`config.mk`:
```
export PLATFORM = sky130hd
export DESIGN_NAME = gmii_rx_ip_filter
export DESIGN_NICKNAME = d
export VERILOG_FILES = /design/src/rtl/gmii_rx_pkg.sv /design/src/rtl/crc32_d8.sv /design/src/rtl/gmii_rx_ip_filter.sv
export SDC_FILE = /design/constraint.sdc
export NUM_CORES = 1
export LEC_CHECK = 0
export ABC_AREA = 1
export CORE_ASPECT_RATIO = 2
export CORE_MARGIN = 2
export CORE_UTILIZATION = 58
export CTS_CLUSTER_SIZE = 8
export DETAILED_ROUTE_END_ITERATION = 16
export PLACE_DENSITY_LB_ADDON = 0.2
export SYNTH_ARGS = -nofsm -noshare
export SYNTH_HDL_FRONTEND = slang
export SYNTH_SLANG_ARGS = --single-unit
```
`constraint.sdc`:
```
create_clock -name rx_clk -period 4 [get_ports rx_clk]
set_clock_uncertainty 0.1 [all_clocks]
set_input_delay 0.4 -clock rx_clk [delete_from_list [all_inputs] [get_ports rx_clk]]
set_output_delay 0.4 -clock rx_clk [all_outputs]
set_load 0.02 [all_outputs]
```
`src/rtl/gmii_rx_pkg.sv`:
```
// Shared definitions for the GMII receive MAC with destination-IP filtering.
// Holds the receive FSM state type, the status error codes, the protocol
// constants and the byte-wise CRC-32 step used by crc32_d8.
package gmii_rx_pkg;

    typedef enum logic [2:0] {
        ST_IDLE      = 3'd0,
        ST_PREAMBLE  = 3'd1,
        ST_HDR_MAC   = 3'd2,
        ST_ETYPE     = 3'd3,
        ST_VLAN      = 3'd4,
        ST_PAYLOAD   = 3'd5,
        ST_DROP      = 3'd6,
        ST_WAIT_IDLE = 3'd7
    } rx_state_t;

    localparam logic [2:0] ERR_NONE     = 3'd0;
    localparam logic [2:0] ERR_RXER     = 3'd1;
    localparam logic [2:0] ERR_LEN      = 3'd2;
    localparam logic [2:0] ERR_OVERSIZE = 3'd3;
    localparam logic [2:0] ERR_CRC      = 3'd4;
    localparam logic [2:0] ERR_VLAN     = 3'd5;
    localparam logic [2:0] ERR_MAC      = 3'd6;
    localparam logic [2:0] ERR_PREAMBLE = 3'd7;

    localparam logic [15:0] ETH_IPV4 = 16'h0800;
    localparam logic [15:0] ETH_VLAN = 16'h8100;

    localparam logic [7:0] PREAMBLE_BYTE = 8'h55;
    localparam logic [7:0] SFD_BYTE      = 8'hD5;

    localparam logic [31:0] CRC_INIT    = 32'hFFFF_FFFF;
    localparam logic [31:0] CRC_RESIDUE = 32'hDEBB_20E3;
    localparam logic [31:0] CRC_POLY    = 32'hEDB8_8320;

    localparam logic [10:0] MIN_FRAME = 11'd64;
    localparam logic [10:0] MAX_FRAME = 11'd1518;

    // Reflected CRC-32 advanced by one byte, data LSB first.
    function automatic logic [31:0] crc32_byte(input logic [31:0] crc, input logic [7:0] d);
        logic [31:0] c;
        c = crc;
        for (int i = 0; i < 8; i++) begin
            c = (c >> 1) ^ (((c[0] ^ d[i]) == 1'b1) ? CRC_POLY : 32'h0000_0000);
        end
        return c;
    endfunction

endpackage

```
`src/rtl/crc32_d8.sv`:
```
// Combinational one-byte CRC-32 step (Ethernet FCS polynomial, reflected).
// Ports: crc_in - current CRC register, d - received byte, crc_out - updated CRC.
module crc32_d8
    import gmii_rx_pkg::*;
(
    input  logic [31:0] crc_in,
    input  logic [7:0]  d,
    output logic [31:0] crc_out
);

    assign crc_out = crc32_byte(crc_in, d);

endmodule

```
`src/rtl/gmii_rx_ip_filter.sv`:
```
// GMII receive MAC with IPv4 destination filtering.
// Inputs : rx_clk, reset_n (async active-low), rxd/rxdv/rxer from the PHY.
// Outputs: out_data/out_valid/out_sof/out_eof - frame bytes DA..FCS delayed
//          by two cycles; frame_done pulse with frame_good, crc_ok, ip_match,
//          ip_match_idx and err_code held until the next frame_done.
module gmii_rx_ip_filter
    import gmii_rx_pkg::*;
#(
    parameter int                 N_IP          = 5,
    parameter logic [N_IP*32-1:0] IP_TABLE      = {32'hC0A8_0005, 32'hC0A8_0166, 32'hC0A8_0003,
                                                   32'hC0A8_0002, 32'hC0A8_0001},
    parameter logic [47:0]        MAC_ADDR      = 48'h386b_1c1d_f565,
    parameter bit                 MAC_FILTER_EN = 1'b0,
    parameter int                 MAX_VLAN      = 2,
    parameter int                 MIN_PREAMBLE  = 7,
    localparam int                IDX_W         = (N_IP > 1) ? $clog2(N_IP) : 1
)(
    input  logic             rx_clk,
    input  logic             reset_n,
    input  logic [7:0]       rxd,
    input  logic             rxdv,
    input  logic             rxer,
    output logic [7:0]       out_data,
    output logic             out_valid,
    output logic             out_sof,
    output logic             out_eof,
    output logic             frame_done,
    output logic             frame_good,
    output logic             crc_ok,
    output logic             ip_match,
    output logic [IDX_W-1:0] ip_match_idx,
    output logic [2:0]       err_code
);

    rx_state_t        state_r, state_s;
    logic [3:0]       pre_cnt_r, pre_cnt_s;
    logic [3:0]       hdr_cnt_r, hdr_cnt_s;
    logic [2:0]       vlan_cnt_r, vlan_cnt_s;
    logic [4:0]       pay_cnt_r, pay_cnt_s;
    logic [10:0]      byte_cnt_r, byte_cnt_s;
    logic [7:0]       etype_hi_r, etype_hi_s;
    logic             ipv4_r, ipv4_s;
    logic [31:0]      ip_dst_r, ip_dst_s;
    logic             ip_hit_r, ip_hit_s;
    logic [IDX_W-1:0] ip_idx_r, ip_idx_s;
    logic [47:0]      da_r, da_s;
    logic [31:0]      crc_r, crc_s, crc_step_s;
    logic [2:0]       drop_err_r, drop_err_s;
    logic             in_frame_r, in_frame_s;
    logic [7:0]       d1_r;
    logic             v1_r, sof1_r;
    logic [7:0]       out_data_r;
    logic             out_valid_r, out_sof_r, out_eof_r;
    logic             done_r, done_s;
    logic             good_r, good_s, crc_ok_r, crc_ok_s, ip_match_r, ip_match_s;
    logic [IDX_W-1:0] match_idx_r, match_idx_s;
    logic [2:0]       err_r, err_s, fin_err_s, end_err_s;
    logic             frame_byte_s, da_ok_s;
    logic [31:0]      ip_shift_s;
    logic [IDX_W:0]   lookup_s;
    logic [10:0]      len_max_s;

    // Returns {hit, index}; scanning downward lets the lowest index win.
    function automatic logic [IDX_W:0] ip_lookup(input logic [31:0] ip);
        logic [IDX_W:0] res;
        res = {(IDX_W+1){1'b0}};
        for (int i = N_IP - 1; i >= 0; i--) begin
            if (IP_TABLE[32*i +: 32] == ip) res = {1'b1, IDX_W'(i)};
        end
        return res;
    endfunction

    crc32_d8 u_crc (
        .crc_in  (crc_r),
        .d       (rxd),
        .crc_out (crc_step_s)
    );

    assign frame_byte_s = rxdv && in_frame_r;
    assign ip_shift_s   = {ip_dst_r[23:0], rxd};
    assign lookup_s     = ip_lookup(ip_shift_s);
    assign da_ok_s      = (da_r == MAC_ADDR) || (da_r == 48'hFFFF_FFFF_FFFF);
    assign len_max_s    = MAX_FRAME + {6'd0, vlan_cnt_r, 2'b00};

    // Verdict for a frame that reached PAYLOAD and ended normally.
    always_comb begin
        if (byte_cnt_r < MIN_FRAME)                 end_err_s = ERR_LEN;
        else if (byte_cnt_r > len_max_s)            end_err_s = ERR_OVERSIZE;
        else if (crc_r != CRC_RESIDUE)              end_err_s = ERR_CRC;
        else if (MAC_FILTER_EN && !da_ok_s)         end_err_s = ERR_MAC;
        else                                        end_err_s = ERR_NONE;
    end

    // Receive FSM next-state and per-frame bookkeeping.
    always_comb begin
        state_s    = state_r;
        pre_cnt_s  = pre_cnt_r;
        hdr_cnt_s  = hdr_cnt_r;
        vlan_cnt_s = vlan_cnt_r;
        pay_cnt_s  = pay_cnt_r;
        etype_hi_s = etype_hi_r;
        ipv4_s     = ipv4_r;
        ip_dst_s   = ip_dst_r;
        ip_hit_s   = ip_hit_r;
        ip_idx_s   = ip_idx_r;
        da_s       = da_r;
        drop_err_s = drop_err_r;
        done_s     = 1'b0;
        fin_err_s  = ERR_NONE;
        in_frame_s = rxdv ? in_frame_r : 1'b0;
        crc_s      = frame_byte_s ? crc_step_s : crc_r;
        byte_cnt_s = (frame_byte_s && (byte_cnt_r != 11'h7FF)) ? byte_cnt_r + 11'd1 : byte_cnt_r;

        case (state_r)
            ST_IDLE: begin
                if (rxdv && (rxd == PREAMBLE_BYTE)) begin
                    // Per-frame state is cleared here so a frame dropped in
                    // the preamble never reports a stale CRC or IP match.
                    state_s    = ST_PREAMBLE;
                    pre_cnt_s  = 4'd1;
                    crc_s      = CRC_INIT;
                    byte_cnt_s = 11'd0;
                    vlan_cnt_s = 3'd0;
                    ipv4_s     = 1'b0;
                    ip_hit_s   = 1'b0;
                    ip_idx_s   = {IDX_W{1'b0}};
                    da_s       = 48'd0;
                    drop_err_s = ERR_NONE;
                end else if (rxdv) begin
                    state_s = ST_WAIT_IDLE;
                end else begin
                    state_s = ST_IDLE;
                end
            end
            ST_PREAMBLE: begin
                if (!rxdv) begin
                    state_s = ST_IDLE;
                end else if (rxer) begin
                    state_s    = ST_DROP;
                    drop_err_s = ERR_RXER;
                end else if (rxd == PREAMBLE_BYTE) begin
                    pre_cnt_s = (pre_cnt_r == 4'd15) ? pre_cnt_r : pre_cnt_r + 4'd1;
                end else if ((rxd == SFD_BYTE) && (pre_cnt_r >= 4'(MIN_PREAMBLE))) begin
                    state_s    = ST_HDR_MAC;
                    in_frame_s = 1'b1;
                    hdr_cnt_s  = 4'd0;
                end else begin
                    state_s    = ST_DROP;
                    drop_err_s = ERR_PREAMBLE;
                end
            end
            ST_HDR_MAC, ST_ETYPE, ST_VLAN: begin
                if (!rxdv) begin
                    state_s   = ST_IDLE;
                    done_s    = 1'b1;
                    fin_err_s = ERR_LEN;
                end else if (rxer) begin
                    state_s    = ST_DROP;
                    drop_err_s = ERR_RXER;
                end else if (state_r == ST_HDR_MAC) begin
                    da_s      = (hdr_cnt_r < 4'd6) ? {da_r[39:0], rxd} : da_r;
                    state_s   = (hdr_cnt_r == 4'd11) ? ST_ETYPE : ST_HDR_MAC;
                    hdr_cnt_s = (hdr_cnt_r == 4'd11) ? 4'd0 : hdr_cnt_r + 4'd1;
                end else if (state_r == ST_VLAN) begin
                    state_s   = (hdr_cnt_r == 4'd1) ? ST_ETYPE : ST_VLAN;
                    hdr_cnt_s = (hdr_cnt_r == 4'd1) ? 4'd0 : 4'd1;
                end else if (hdr_cnt_r == 4'd0) begin
                    etype_hi_s = rxd;
                    hdr_cnt_s  = 4'd1;
                end else begin
                    hdr_cnt_s = 4'd0;
                    if ({etype_hi_r, rxd} != ETH_VLAN) begin
                        state_s   = ST_PAYLOAD;
                        ipv4_s    = ({etype_hi_r, rxd} == ETH_IPV4);
                        pay_cnt_s = 5'd0;
                    end else if (vlan_cnt_r >= 3'(MAX_VLAN)) begin
                        state_s    = ST_DROP;
                        drop_err_s = ERR_VLAN;
                    end else begin
                        state_s    = ST_VLAN;
                        vlan_cnt_s = vlan_cnt_r + 3'd1;
                    end
                end
            end
            ST_PAYLOAD: begin
                if (!rxdv) begin
                    state_s   = ST_IDLE;
                    done_s    = 1'b1;
                    fin_err_s = end_err_s;
                end else if (rxer) begin
                    state_s    = ST_DROP;
                    drop_err_s = ERR_RXER;
                end else begin
                    // IPv4 destination sits at payload offsets 16..19.
                    pay_cnt_s = (pay_cnt_r == 5'd31) ? pay_cnt_r : pay_cnt_r + 5'd1;
                    ip_dst_s  = (ipv4_r && (pay_cnt_r >= 5'd16) && (pay_cnt_r <= 5'd19)) ? ip_shift_s : ip_dst_r;
                    ip_hit_s  = (ipv4_r && (pay_cnt_r == 5'd19)) ? lookup_s[IDX_W] : ip_hit_r;
                    ip_idx_s  = (ipv4_r && (pay_cnt_r == 5'd19)) ? lookup_s[IDX_W-1:0] : ip_idx_r;
                end
            end
            ST_DROP: begin
                if (!rxdv) begin
                    state_s   = ST_IDLE;
                    done_s    = 1'b1;
                    fin_err_s = drop_err_r;
                end else if (rxer) begin
                    drop_err_s = ERR_RXER;
                end else begin
                    drop_err_s = drop_err_r;
                end
            end
            ST_WAIT_IDLE: begin
                state_s = rxdv ? ST_WAIT_IDLE : ST_IDLE;
            end
            default: begin
                state_s = ST_WAIT_IDLE;
            end
        endcase
    end

    // Status record captured on frame completion, otherwise held.
    always_comb begin
        err_s       = done_s ? fin_err_s : err_r;
        crc_ok_s    = done_s ? (crc_r == CRC_RESIDUE) : crc_ok_r;
        ip_match_s  = done_s ? ip_hit_r : ip_match_r;
        match_idx_s = done_s ? ip_idx_r : match_idx_r;
        good_s      = done_s ? ((fin_err_s == ERR_NONE) && ip_hit_r) : good_r;
    end

    // State, counters, two-stage data path and status registers.
    always_ff @(posedge rx_clk or negedge reset_n) begin
        if (!reset_n) begin
            state_r     <= ST_WAIT_IDLE;
            pre_cnt_r   <= 4'd0;
            hdr_cnt_r   <= 4'd0;
            vlan_cnt_r  <= 3'd0;
            pay_cnt_r   <= 5'd0;
            byte_cnt_r  <= 11'd0;
            etype_hi_r  <= 8'd0;
            ipv4_r      <= 1'b0;
            ip_dst_r    <= 32'd0;
            ip_hit_r    <= 1'b0;
            ip_idx_r    <= {IDX_W{1'b0}};
            da_r        <= 48'd0;
            crc_r       <= CRC_INIT;
            drop_err_r  <= ERR_NONE;
            in_frame_r  <= 1'b0;
            d1_r        <= 8'd0;
            v1_r        <= 1'b0;
            sof1_r      <= 1'b0;
            out_data_r  <= 8'd0;
            out_valid_r <= 1'b0;
            out_sof_r   <= 1'b0;
            out_eof_r   <= 1'b0;
            done_r      <= 1'b0;
            good_r      <= 1'b0;
            crc_ok_r    <= 1'b0;
            ip_match_r  <= 1'b0;
            match_idx_r <= {IDX_W{1'b0}};
            err_r       <= ERR_NONE;
        end else begin
            state_r     <= state_s;
            pre_cnt_r   <= pre_cnt_s;
            hdr_cnt_r   <= hdr_cnt_s;
            vlan_cnt_r  <= vlan_cnt_s;
            pay_cnt_r   <= pay_cnt_s;
            byte_cnt_r  <= byte_cnt_s;
            etype_hi_r  <= etype_hi_s;
            ipv4_r      <= ipv4_s;
            ip_dst_r    <= ip_dst_s;
            ip_hit_r    <= ip_hit_s;
            ip_idx_r    <= ip_idx_s;
            da_r        <= da_s;
            crc_r       <= crc_s;
            drop_err_r  <= drop_err_s;
            in_frame_r  <= in_frame_s;
            d1_r        <= rxd;
            v1_r        <= frame_byte_s;
            sof1_r      <= frame_byte_s && (byte_cnt_r == 11'd0);
            out_data_r  <= d1_r;
            out_valid_r <= v1_r;
            out_sof_r   <= sof1_r;
            // The byte in stage 1 is the last one if rxdv has just dropped.
            out_eof_r   <= v1_r && !rxdv;
            done_r      <= done_s;
            good_r      <= good_s;
            crc_ok_r    <= crc_ok_s;
            ip_match_r  <= ip_match_s;
            match_idx_r <= match_idx_s;
            err_r       <= err_s;
        end
    end

    assign out_data     = out_data_r;
    assign out_valid    = out_valid_r;
    assign out_sof      = out_sof_r;
    assign out_eof      = out_eof_r;
    assign frame_done   = done_r;
    assign frame_good   = good_r;
    assign crc_ok       = crc_ok_r;
    assign ip_match     = ip_match_r;
    assign ip_match_idx = match_idx_r;
    assign err_code     = err_r;

endmodule

```
==> results <==
- The flow ran to the end, and the final reports show no timing, DRC or antenna violations.
- The largest driver fanout on the critical path is 48.
- For this run, the register share of the synthesized area comes to 0.444.
- The startpoint of the worst hold path is d1_r[4]$_DFF_PN0_.
- The detailed router finished its first iteration with 502 violations.
- The cell chosen for the clock root is sky130_fd_sc_hd__clkbuf_16.
- The worst register-to-register path ends at ip_dst_r[6]$_DFFE_PN0P_.
- The area of combinational cells with multiple inputs is 3700 um2.
- Of the total synthesized cell area, the portion taken by AND, OR, NAND and NOR gates is 0.277.
- The pin count of the biggest net entering global routing is 95.
- The tree built by TritonCTS fans out to 134 sinks.
- The via density per instance is 5.57.
- The register-to-register path setup slack is 1.43 ns.
- Counting every instance in the synthesized netlist gives 984.
- The mapped cell area is 7650 um2.
- The H-tree generated during clock tree synthesis spans 4 levels.
- The fraction of final layout cells sized beyond drive strength 1 is 0.116.
- The final instance count without filler cells is 1188.
- The net count after synthesis is 1015.
- The Yosys step of the flow raised 0 warnings.
- The depth of the worst register-to-register path is 9.
- Power spread over the standard cell area amounts to 528 nW/um2.
- The first global-routing pass estimated 31600 um of wire.
- The most common cell after layout, fill and taps aside is sky130_fd_sc_hd__nand2_1.
- The last weighted congestion value of the routability-driven placer is 0.934.
- The count of buffers added on input and output ports is 32.
- The synthesized design contains 0 enable-type register cells.
- The worst path meets setup with 1.30 ns of slack.
- Walking the worst path, the cells encountered are clkdlybuf4s50_1, inv_2, nor2_2, inv_2, nor2_4, inv_2, nor2_2, o2111ai_4, nand2_1, o21ai_1.
- Of the total synthesized cell area, the portion taken by XOR and XNOR cells is 0.0663.
- Setup repair after global routing left no endpoint under its margin.
- Detailed routing inserted a total of 6612 vias.
- The number of antenna violations at the first check in global routing was 0.
- Counting flops and latches in the post-synthesis netlist gives 134.
- The HPWL after detailed placement is 13700 um.
- The horizontal extent of the die is 85.2 um.
- The final critical-path required period is 2.70 ns.
- For the worst setup path, the data required time is 4.17 ns.
- The cell total after placement is 1155.
- The floorplan row count is 59.
- The startpoint of the worst register-to-register path is state_r[2]$_DFFE_PN1P_.
- The fraction of synthesis flops using an asynchronous set or reset pin is 1.00.
- The worst min-delay path class is reg2reg.
- The number of max-capacitance violations reported is 0.
- The share of synthesized area in the top cell type comes to 0.324.
- Yosys mapped the design onto 44 distinct sky130hd cell types.
- The maximum VDD drop is 0.394 mV.
- Of the total power, the share spent switching nets is 0.377.
- In the global route stage, overall resource usage came out at 0.280.
- The number of buffers inserted to repair setup after CTS is 0.
- The final hold violation count was 0.
- The kind of capture point of the worst setup path is a flop.
- The maximum frequency from static timing analysis is 371 MHz.
- By area, the combinational part of the netlist is dominated by simple AND/OR/NAND/NOR gates.
- The aggregate negative setup slack is 0 ns.
- The synthesized area per cell is 7.77 um2.
- TritonCTS built the clock tree.
- The mux contribution to synthesized area is 0.
- The final global-route overflow total is 0.
- The detailed-router iteration count before antenna repair is 6.
- The total leakage power is 4.15 nW.
- By area the synthesized netlist is led by sky130_fd_sc_hd__dfrtp_1, sky130_fd_sc_hd__nand2_1, sky130_fd_sc_hd__dfstp_2, sky130_fd_sc_hd__inv_1, sky130_fd_sc_hd__nor2_1.
- The clock-pin slew of the registers on the worst-case setup and hold paths is 0.06 ns.
- The share of total power dissipated in combinational logic is 0.286.
- The number of slew-limit violations in the final report came to 0.
- The final setup violation count is 0.
- After the last flow step, the layout net total stands at 1054.
- The final antenna diode count is 0.
- The clock passes through at most 2 buffers.
- The headroom to the max-slew limit is 0.230.
- The top cell types in the final layout, fill and taps aside, are sky130_fd_sc_hd__nand2_1, sky130_fd_sc_hd__inv_1, sky130_fd_sc_hd__nor2_1.
- In this design, the stage delay of the slowest critical-path cell is 0.67 ns.
- Of the total power, registers draw 0.367.
- For this run, design rule violations remaining after detail routing come to 0.
- The placeable core area is 12900 um2.
- The number of cells on the worst hold path is 0.
- Of the total synthesized cell area, the portion taken by full adders, half adders and majority gates is 0.0311.
- The area occupied by registers is 3400 um2.
- The area growth from synthesis to layout is 14.0%.
- The critical path contains buffers and inverters numbering 4 combined.
- The kind of cell with the highest combined delay along the critical path is buffers and inverters.
- The kind of launch point of the worst setup path is a primary input.
- The pin slew with the least headroom to its limit is 1.16 ns.
- For this configuration, the core starts out at a cell density of 0.592.
- In the final routed layout, each cell accounts on average for 15.7 um.
- The cell type with the largest total area after synthesis is sky130_fd_sc_hd__dfrtp_1.
- The vertical die dimension is 166 um.
- The number of inserted filler cells in the final layout is 1097.
- The share of the synthesized area in compound gates (AO/OA/AOI/OAI) is 0.108.
- For this design the top-level I/O count stands at 33.
- The part of the total power dissipated in the clock network is 0.347.
- At the later pin of the worst-skew pair, clock insertion delay measures 0.44 ns.
- For this design the total switching power over the nets is 1.73 mW.
- For this run, the leading register cell type out of synthesis is sky130_fd_sc_hd__dfrtp_1.
- The die area is 14200 um2.
- TritonCTS created 17 clock buffers.
- Hold timing on the final database bottoms out at a slack of 0.253 ns.
- In this design, the critical path's most frequently occurring cell is sky130_fd_sc_hd__inv_2.
- The detailed-route wire length is 18600 um.
- The critical path class is in2reg.
- At the placement stage, the worst setup path has a slack of 0.945 ns.
- The critical path's slowest cell is sky130_fd_sc_hd__clkdlybuf4s50_1.
- For hold timing, the worst endpoint is out_data[4]$_DFF_PN0_.
- Of the available clock period, the critical path in the final layout requires 0.674.
- The detail route stage leaves a number of antenna-violating nets equal to 0.
- The number of instances resized during post-cts repair is 0.
- The worst endpoint data arrival time is 2.86 ns.
- The internal portion of the total power is 2.87 mW.
- The total power consumption of the routed design is 4.60 mW.
- The via count of the first global-routing pass is 6656.
[registers in the layout, indices dropped and copies added, names as in the netlist, 4 cells and up]
name and cells:
byte_cnt_r 11, crc_r 32, d1_r 8, etype_hi_r 8
hdr_cnt_r 4, ip_dst_r 24, out_data 8, pay_cnt_r 5
pre_cnt_r 4
[worst max-delay path by stage]
stage / start / end / slack (ns) / cells past startpoint
3_5_place_dp: rxdv / ip_dst_r[11]$_DFFE_PN0P_ / 0.95 / 10
3_3_place_gp: rxdv / ip_dst_r[11]$_DFFE_PN0P_ / 1.01 / 10
6_report: rxdv / ip_dst_r[6]$_DFFE_PN0P_ / 1.30 / 10
5_1_grt: rxdv / ip_dst_r[14]$_DFFE_PN0P_ / 1.04 / 10
2_1_floorplan: vlan_cnt_r[0]$_DFFE_PN0P_ / frame_good$_DFFE_PN0P_ / 1.89 / 14
4_1_cts: rxdv / ip_dst_r[6]$_DFFE_PN0P_ / 1.30 / 10
[per-stage QoR]
step                      instance area [um2]   util
after CTS                                8720  0.675
final                                    8720  0.675
after global placement                   8100  0.627
after floorplan                          7650      -
after global routing                     8720  0.675
after detailed placement                 8100  0.627
[what timing repair did]
| action | CTS | global route |
|---|---|---|
| hold buffers | 1 | 0 |
| endpoints found under the hold margin | 19 | 0 |
| endpoints found under the setup margin | 0 | 0 |
[metal layers]
metal / wire length (um) / global-route usage / share of wire
met1: 7150 / 0.309 / 0.38
met2: 9970 / 0.502 / 0.53
met3: 628 / 0.0388 / 0.034
met5: 0 / 0 / 0
met4: 903 / 0.159 / 0.048
[area by class of cell]
cell class / instances / share of cell area
inverter: 120 / 0.0517
multi-input combinational: 711 / 0.424
clock buffer: 17 / 0.0488
timing repair buffer: 39 / 0.0432
tap: 152 / 0.0218
sequential: 134 / 0.390
clock inverter: 15 / 0.0204
[cells by family (layout without fill, tap and decap cells)]
logic type	count (synthesis)	count (layout)
buffers and inverters	139	191
DFF	134	134
and+or+nand+nor	492	492
AOI/OAI and AO/OA	146	146
adders and majority gates	19	19
xor gates and xnor gates	54	54
[worst reg2reg max path: cells and delay by family (launching register included)]
family	cells	cell delay, ns
and+or+nand+nor	4	0.67
DFF	1	0.65
buffers and inverters	3	0.30
AOI/OAI and AO/OA	2	0.67
[cells in the mapped netlist, drive strengths merged, types with 3 or more instances]
cell and count:
nand4 18, xnor2 23, xor2 31, o211ai 10, o21ai 76, buf 12
or2 3, nand3 55, dfrtp 99, nor4 6, nand2 277, ha 19
a31oi 3, nor3 12, a21oi 47, dfstp 35, nor2 116, nand3b 5
clkbuf 7, inv 119
[power groups by stage]
stage | sequential [mW] | combinational (mW) | clock (mW)
2_1_floorplan | 1.68 | 0.951 | 0
3_3_place_gp | 1.71 | 1.29 | 0
3_5_place_dp | 1.71 | 1.30 | 0
4_1_cts | 1.68 | 1.31 | 1.61
5_1_grt | 1.71 | 1.49 | 1.67
6_report | 1.69 | 1.31 | 1.60
(Power assumes the default switching activity.)
